## src/rtl/adder_pipe_arb.sv

```systemverilog
// adder_pipe_arb: shares one fixed-latency 16-operand adder pipe between two
// requesters. A round-robin arbiter issues one operand vector per cycle. A tag
// pipeline matched to the adder latency steers each sum into a per-requester
// first-word-fall-through response FIFO. Admission is credit based, so a
// returning sum always finds FIFO space.
// Optional build macro ADDER_PIPE_ARB_STRICT_PRIO_EN: requester 0 gets fixed
// priority instead of round-robin.
module adder_pipe_arb #(
   parameter int unsigned LAT        = 5,
   parameter int unsigned FIFO_DEPTH = 4
) (
   input  logic        clk,
   input  logic        rst_n,
   input  logic        req0_valid_i,
   output logic        req0_ready_o,
   input  logic [63:0] req0_data_i,
   input  logic        req1_valid_i,
   output logic        req1_ready_o,
   input  logic [63:0] req1_data_i,
   output logic [63:0] pipe_ops_o,
   input  logic [7:0]  pipe_sum_i,
   output logic        rsp0_valid_o,
   input  logic        rsp0_ready_i,
   output logic [7:0]  rsp0_sum_o,
   output logic        rsp1_valid_o,
   input  logic        rsp1_ready_i,
   output logic [7:0]  rsp1_sum_o,
   output logic        busy_o
);

   localparam int unsigned AW      = $clog2(FIFO_DEPTH);
   localparam int unsigned CW      = AW + 1;
   localparam logic [CW:0] DEPTH_C = (CW + 1)'(FIFO_DEPTH);

   logic [1:0]    req_valid;
   logic [1:0]    rsp_ready;
   logic [1:0]    eligible;
   logic [1:0]    grant;
   logic [1:0]    push;
   logic [1:0]    pop;
   logic [CW-1:0] fifo_count [2];
   logic [CW-1:0] inflight   [2];
   logic [AW-1:0] wr_ptr     [2];
   logic [AW-1:0] rd_ptr     [2];
   logic [7:0]    fifo_mem   [2][FIFO_DEPTH];
   logic [7:0]    head       [2];
   logic [LAT:0]  tag_valid;
   logic [LAT:0]  tag_id;

   assign req_valid = {req1_valid_i, req0_valid_i};
   assign rsp_ready = {rsp1_ready_i, rsp0_ready_i};

   // A requester may issue only while buffered plus outstanding results leave FIFO room
   always_comb begin
      eligible = '0;
      for (int unsigned r = 0; r < 2; r++) begin
         eligible[r] = rst_n && req_valid[r] &&
                       (({1'b0, fifo_count[r]} + {1'b0, inflight[r]}) < DEPTH_C);
      end
   end

`ifdef ADDER_PIPE_ARB_STRICT_PRIO_EN
   // Fixed priority: requester 0 wins whenever it is eligible
   always_comb begin
      grant    = '0;
      grant[0] = eligible[0];
      grant[1] = eligible[1] && !eligible[0];
   end
`else
   logic last_grant;

   // Round-robin: on contention the requester not granted last time wins
   always_comb begin
      grant = '0;
      if (eligible[0] && eligible[1]) begin
         grant[0] = last_grant;
         grant[1] = !last_grant;
      end else begin
         grant = eligible;
      end
   end

   // Remember the most recent winner; reset favours requester 0 first
   always_ff @(posedge clk) begin
      if (!rst_n) begin
         last_grant <= 1'b1;
      end else if (grant != 2'b00) begin
         last_grant <= grant[1];
      end
   end
`endif

   assign req0_ready_o = grant[0];
   assign req1_ready_o = grant[1];

   // Register the granted operands and launch a tag alongside them
   always_ff @(posedge clk) begin
      if (!rst_n) begin
         pipe_ops_o <= '0;
         tag_valid  <= '0;
         tag_id     <= '0;
      end else begin
         if (grant[1]) begin
            pipe_ops_o <= req1_data_i;
         end else if (grant[0]) begin
            pipe_ops_o <= req0_data_i;
         end else begin
            pipe_ops_o <= '0;
         end
         tag_valid <= {tag_valid[LAT-1:0], |grant};
         tag_id    <= {tag_id[LAT-1:0], grant[1]};
      end
   end

   assign push[0] = tag_valid[LAT] && !tag_id[LAT];
   assign push[1] = tag_valid[LAT] &&  tag_id[LAT];
   assign pop[0]  = (fifo_count[0] != '0) && rsp_ready[0];
   assign pop[1]  = (fifo_count[1] != '0) && rsp_ready[1];

   // Per-requester in-flight counters, FIFO occupancy and pointers
   always_ff @(posedge clk) begin
      if (!rst_n) begin
         for (int unsigned r = 0; r < 2; r++) begin
            fifo_count[r] <= '0;
            inflight[r]   <= '0;
            wr_ptr[r]     <= '0;
            rd_ptr[r]     <= '0;
         end
      end else begin
         for (int unsigned r = 0; r < 2; r++) begin
            case ({grant[r], push[r]})
               2'b10:   inflight[r] <= inflight[r] + CW'(1);
               2'b01:   inflight[r] <= inflight[r] - CW'(1);
               default: inflight[r] <= inflight[r];
            endcase
            case ({push[r], pop[r]})
               2'b10:   fifo_count[r] <= fifo_count[r] + CW'(1);
               2'b01:   fifo_count[r] <= fifo_count[r] - CW'(1);
               default: fifo_count[r] <= fifo_count[r];
            endcase
            if (push[r]) begin
               wr_ptr[r] <= wr_ptr[r] + AW'(1);
            end
            if (pop[r]) begin
               rd_ptr[r] <= rd_ptr[r] + AW'(1);
            end
         end
      end
   end

   // FIFO storage; contents need no reset because the counts gate visibility
   always_ff @(posedge clk) begin
      for (int unsigned r = 0; r < 2; r++) begin
         if (push[r]) begin
            fifo_mem[r][wr_ptr[r]] <= pipe_sum_i;
         end
      end
   end

   assign head[0] = fifo_mem[0][rd_ptr[0]];
   assign head[1] = fifo_mem[1][rd_ptr[1]];

   assign rsp0_valid_o = (fifo_count[0] != '0);
   assign rsp1_valid_o = (fifo_count[1] != '0);
   assign rsp0_sum_o   = rsp0_valid_o ? head[0] : '0;
   assign rsp1_sum_o   = rsp1_valid_o ? head[1] : '0;

   assign busy_o = (|inflight[0]) | (|inflight[1]) | (|fifo_count[0]) | (|fifo_count[1]);

endmodule

```

## config.mk

```make
export PLATFORM = sky130hd
export DESIGN_NAME = adder_pipe_arb
export DESIGN_NICKNAME = d
export VERILOG_FILES = /design/src/rtl/adder_pipe_arb.sv
export SDC_FILE = /design/constraint.sdc
export NUM_CORES = 1
export LEC_CHECK = 0
export BUFFER_PORTS_ARGS = -buffer_cell sky130_fd_sc_hd__buf_2
export CORE_ASPECT_RATIO = 2
export CORE_MARGIN = 3
export CORE_UTILIZATION = 45
export DETAILED_ROUTE_END_ITERATION = 7
export HOLD_SLACK_MARGIN = 0.12
export MAX_ROUTING_LAYER = met4
export PLACE_DENSITY = 0.8
export SYNTH_ARGS = -nofsm -noshare
export SYNTH_HDL_FRONTEND = slang
export SYNTH_SLANG_ARGS = --single-unit
```

## constraint.sdc

```tcl
create_clock -name clk -period 6.08 [get_ports clk]
set_input_delay 0.912 -clock clk [delete_from_list [all_inputs] [get_ports clk]]
set_output_delay 0.912 -clock clk [all_outputs]
set_load 0.05 [all_outputs]
```

==> flow_metrics.env <==
export IMPL_status="completed"
export IMPL_path_clk_slew_ps=60
export IMPL_ys_top_cells_by_area="edfxtp_1, dfxtp_1, a22o_1"
export IMPL_peakVddDrop_mv=0.217
export IMPL_syn_to_final_growth_pct=29.6
export IMPL_numCtsBuffers=17
export IMPL_internal_power_mw=2.06
export IMPL_die_h_um=172
export IMPL_start_util_pct=46.0
export IMPL_drc_errors=0
export IMPL_p_per_area_nw_per_um2=368
export IMPL_synth_distinct_cells=32
export IMPL_root_buffer="clkbuf_16"
export IMPL_seq_power_share_pct=42.5
export IMPL_drt_antenna_violating_nets=0
export IMPL_syn_inst=420
export IMPL_timing_hold_ws_ps=444
export IMPL_rsz0062_at_grt="no"
export IMPL_clk_latency_ps=410
export IMPL_dpl_hpwl_um=12200
export IMPL_setup_worst_path_start_class="register"
export IMPL_max_freq_mhz=251
export IMPL_cts_sinks=161
export IMPL_drt_first_iter_violations=230
export IMPL_p_sw_share_pct=30.5
export IMPL_fin_util_pct=59.6
export IMPL_vias_per_cell=5.31
export IMPL_final_nets=814
export IMPL_num_rows=60
export IMPL_yosys_area_top_type="edfxtp_1"
export IMPL_dp_slack_ps=2040
export IMPL_avgSynthCellArea_um2=14.8
export IMPL_die_area_um2=15300
export IMPL_cts_buffer_depth=2
export IMPL_yosysWarnings=0
export IMPL_worst_slew_pin_slew_ps=898
export IMPL_final_common_cell="buf_2"
export IMPL_grtUsageMet1_pct=22.6
export IMPL_fin_crit_sh_pct=65.5
export IMPL_globalplace_congestion=0.881
export IMPL_crit_type="register to output pin"
export IMPL_grt_pass1_vias=4641
export IMPL_cp_required_ps=5170
export IMPL_antenna_found_initial=1
export IMPL_dr_pass1_iters=5
export IMPL_grt_pass1_wl_um=23400
export IMPL_finalHoldViolCount=0
export IMPL_crit_path_max_fanout=66
export IMPL_vias=4341
export IMPL_post_drt_wl_per_cell_um=19.3
export IMPL_io_pins=227
export IMPL_fin_crit_ps=3980
export IMPL_cts_tree="yes"
export IMPL_fin_ws_ps=2100
export IMPL_synth_edf_count=84
export IMPL_ys_seq_area_share_pct=65.4
export IMPL_setup_tns_final_ps=0
export IMPL_die_x_um=89.1
export IMPL_drt_wl_total_um=15800
export IMPL_slew_violations=0
export IMPL_async_flop_share_pct=0
export IMPL_drive_gt1_share_pct=42.9
export IMPL_core_area_um2=13500
export IMPL_end_kind="output pin"
export IMPL_p_comb_share_pct=19.9
export IMPL_netlist_area_um2=6210
export IMPL_synth_top_area_share_pct=40.6
export IMPL_cts_resized=0
export IMPL_postCtsSetupBuffers=0
export IMPL_p_sw_uw=902
export IMPL_grt_overflow=0
export IMPL_p_clk_share_pct=37.6
export IMPL_met2_usage_pct=37.2
export IMPL_ys_ff_latch=161
export IMPL_grt_busiest_layer="met2"
export IMPL_maxCapViolCount=0
export IMPL_numPortBuffers=226
export IMPL_layout_common_cells="buf_2, edfxtp_1, dfxtp_1"
export IMPL_hp_class="register to register"
export IMPL_grt_usage_pct=21.4
export IMPL_finalSetupViolations=0
export IMPL_arrival_ps=3070
export IMPL_ys_dominant_reg_cell="edfxtp_1"
export IMPL_grt_max_degree=68
export IMPL_p_leak_nw=3.60
export IMPL_h_tree_depth=4
export IMPL_filler_cell_count=1056
export IMPL_fin_worst_skew_ps=12.2
export IMPL_relSlewSlack_pct=39.4
export IMPL_holdBufCountCts=0
export IMPL_use_met3_pct=5.20
export IMPL_postSynthNetCount=590
==> per-stage QoR <==
| step | instances | cell area, µm² | power, mW |
|---|---|---|---|
| after detailed placement | 780 | 7410 | 1.87 |
| after global placement | 780 | 7410 | 1.86 |
| after global routing | 813 | 8040 | 3.08 |
| final | 818 | 8050 | 2.96 |
| after floorplan | 420 | 6210 | 1.71 |
| after CTS | 812 | 8040 | 2.99 |
==> cells in the mapped netlist (all sizes together), types with 4 or more instances <==
library cell  instances
edfxtp               84
dfxtp                77
a22o                 64
and2                 30
ha                   26
inv                  19
mux4                 16
nor2                 16
buf                  14
nand2                13
clkbuf                9
o21ai                 9
and3                  8
xnor2                 6
xor2                  4
==> sequential cells by signal, indices dropped and copies added, names as in the netlist <==
signal      cells
wr_ptr          4
tag_id          6
last_grant      1
fifo_count      6
rd_ptr          4
fifo_mem       64
inflight        6
tag_valid       6
pipe_ops_o     64
==> power groups by stage <==
stage	clock network (mW)	logic, mW	registers [mW]
floorplan	0	0.293	1.41
global placement	0	0.578	1.28
detailed placement	0	0.593	1.28
CTS	1.14	0.594	1.26
global route	1.18	0.631	1.27
finish	1.11	0.590	1.26
==> cell type report <==
cell class	instances	area (µm²)	share of cell area, %
antenna	6	15.0	0.187
clock buffer	17	425	5.28
clock inverter	15	198	2.46
inverter	19	71.3	0.886
multi-input combinational	217	1940	24.1
sequential	161	4060	50.5
tap	155	194	2.41
timing repair buffer	228	1150	14.2
==> worst max-delay path, stage by stage (launching register included) <==
cell and delay, ps:
edfxtp_1 470, ha_1 320, nor3_1 250, nand3_1 180, a311o_2 460, inv_2 50, buf_4 510, buf_2 390
==> per-layer routing <==
layer | routed length (µm) | vias to the layer above
met5 | 0 | -
met1 | 5620 | 2069
li1 | - | 2022
met2 | 8450 | 224
met3 | 1210 | 26
met4 | 484 | 0
==> cell families after synthesis <==
kind of cell,Yosys count,synth area share [%]
flops,161,65.4
xor+xnor,10,1.41
fa+ha+maj,28,5.88
simple gates,83,7.29
mux,16,5.80
buf+inv,42,3.42
compound gates,80,10.8
==> final timing paths <==
| check | start | end | slack [ps] | cells past startpoint |
|---|---|---|---|---|
| setup reg to reg | inflight[1][2] | inflight[1][1] | 2460 | 10 |
| setup / recovery | inflight[1][2] | req1_ready_o | 2100 | 7 |
| hold / removal | tag_valid[4] | tag_valid[5] | 440 | 1 |
| hold reg to reg | tag_valid[4] | tag_valid[5] | 440 | 1 |
Note: power is estimated with default switching activity, not from simulation.
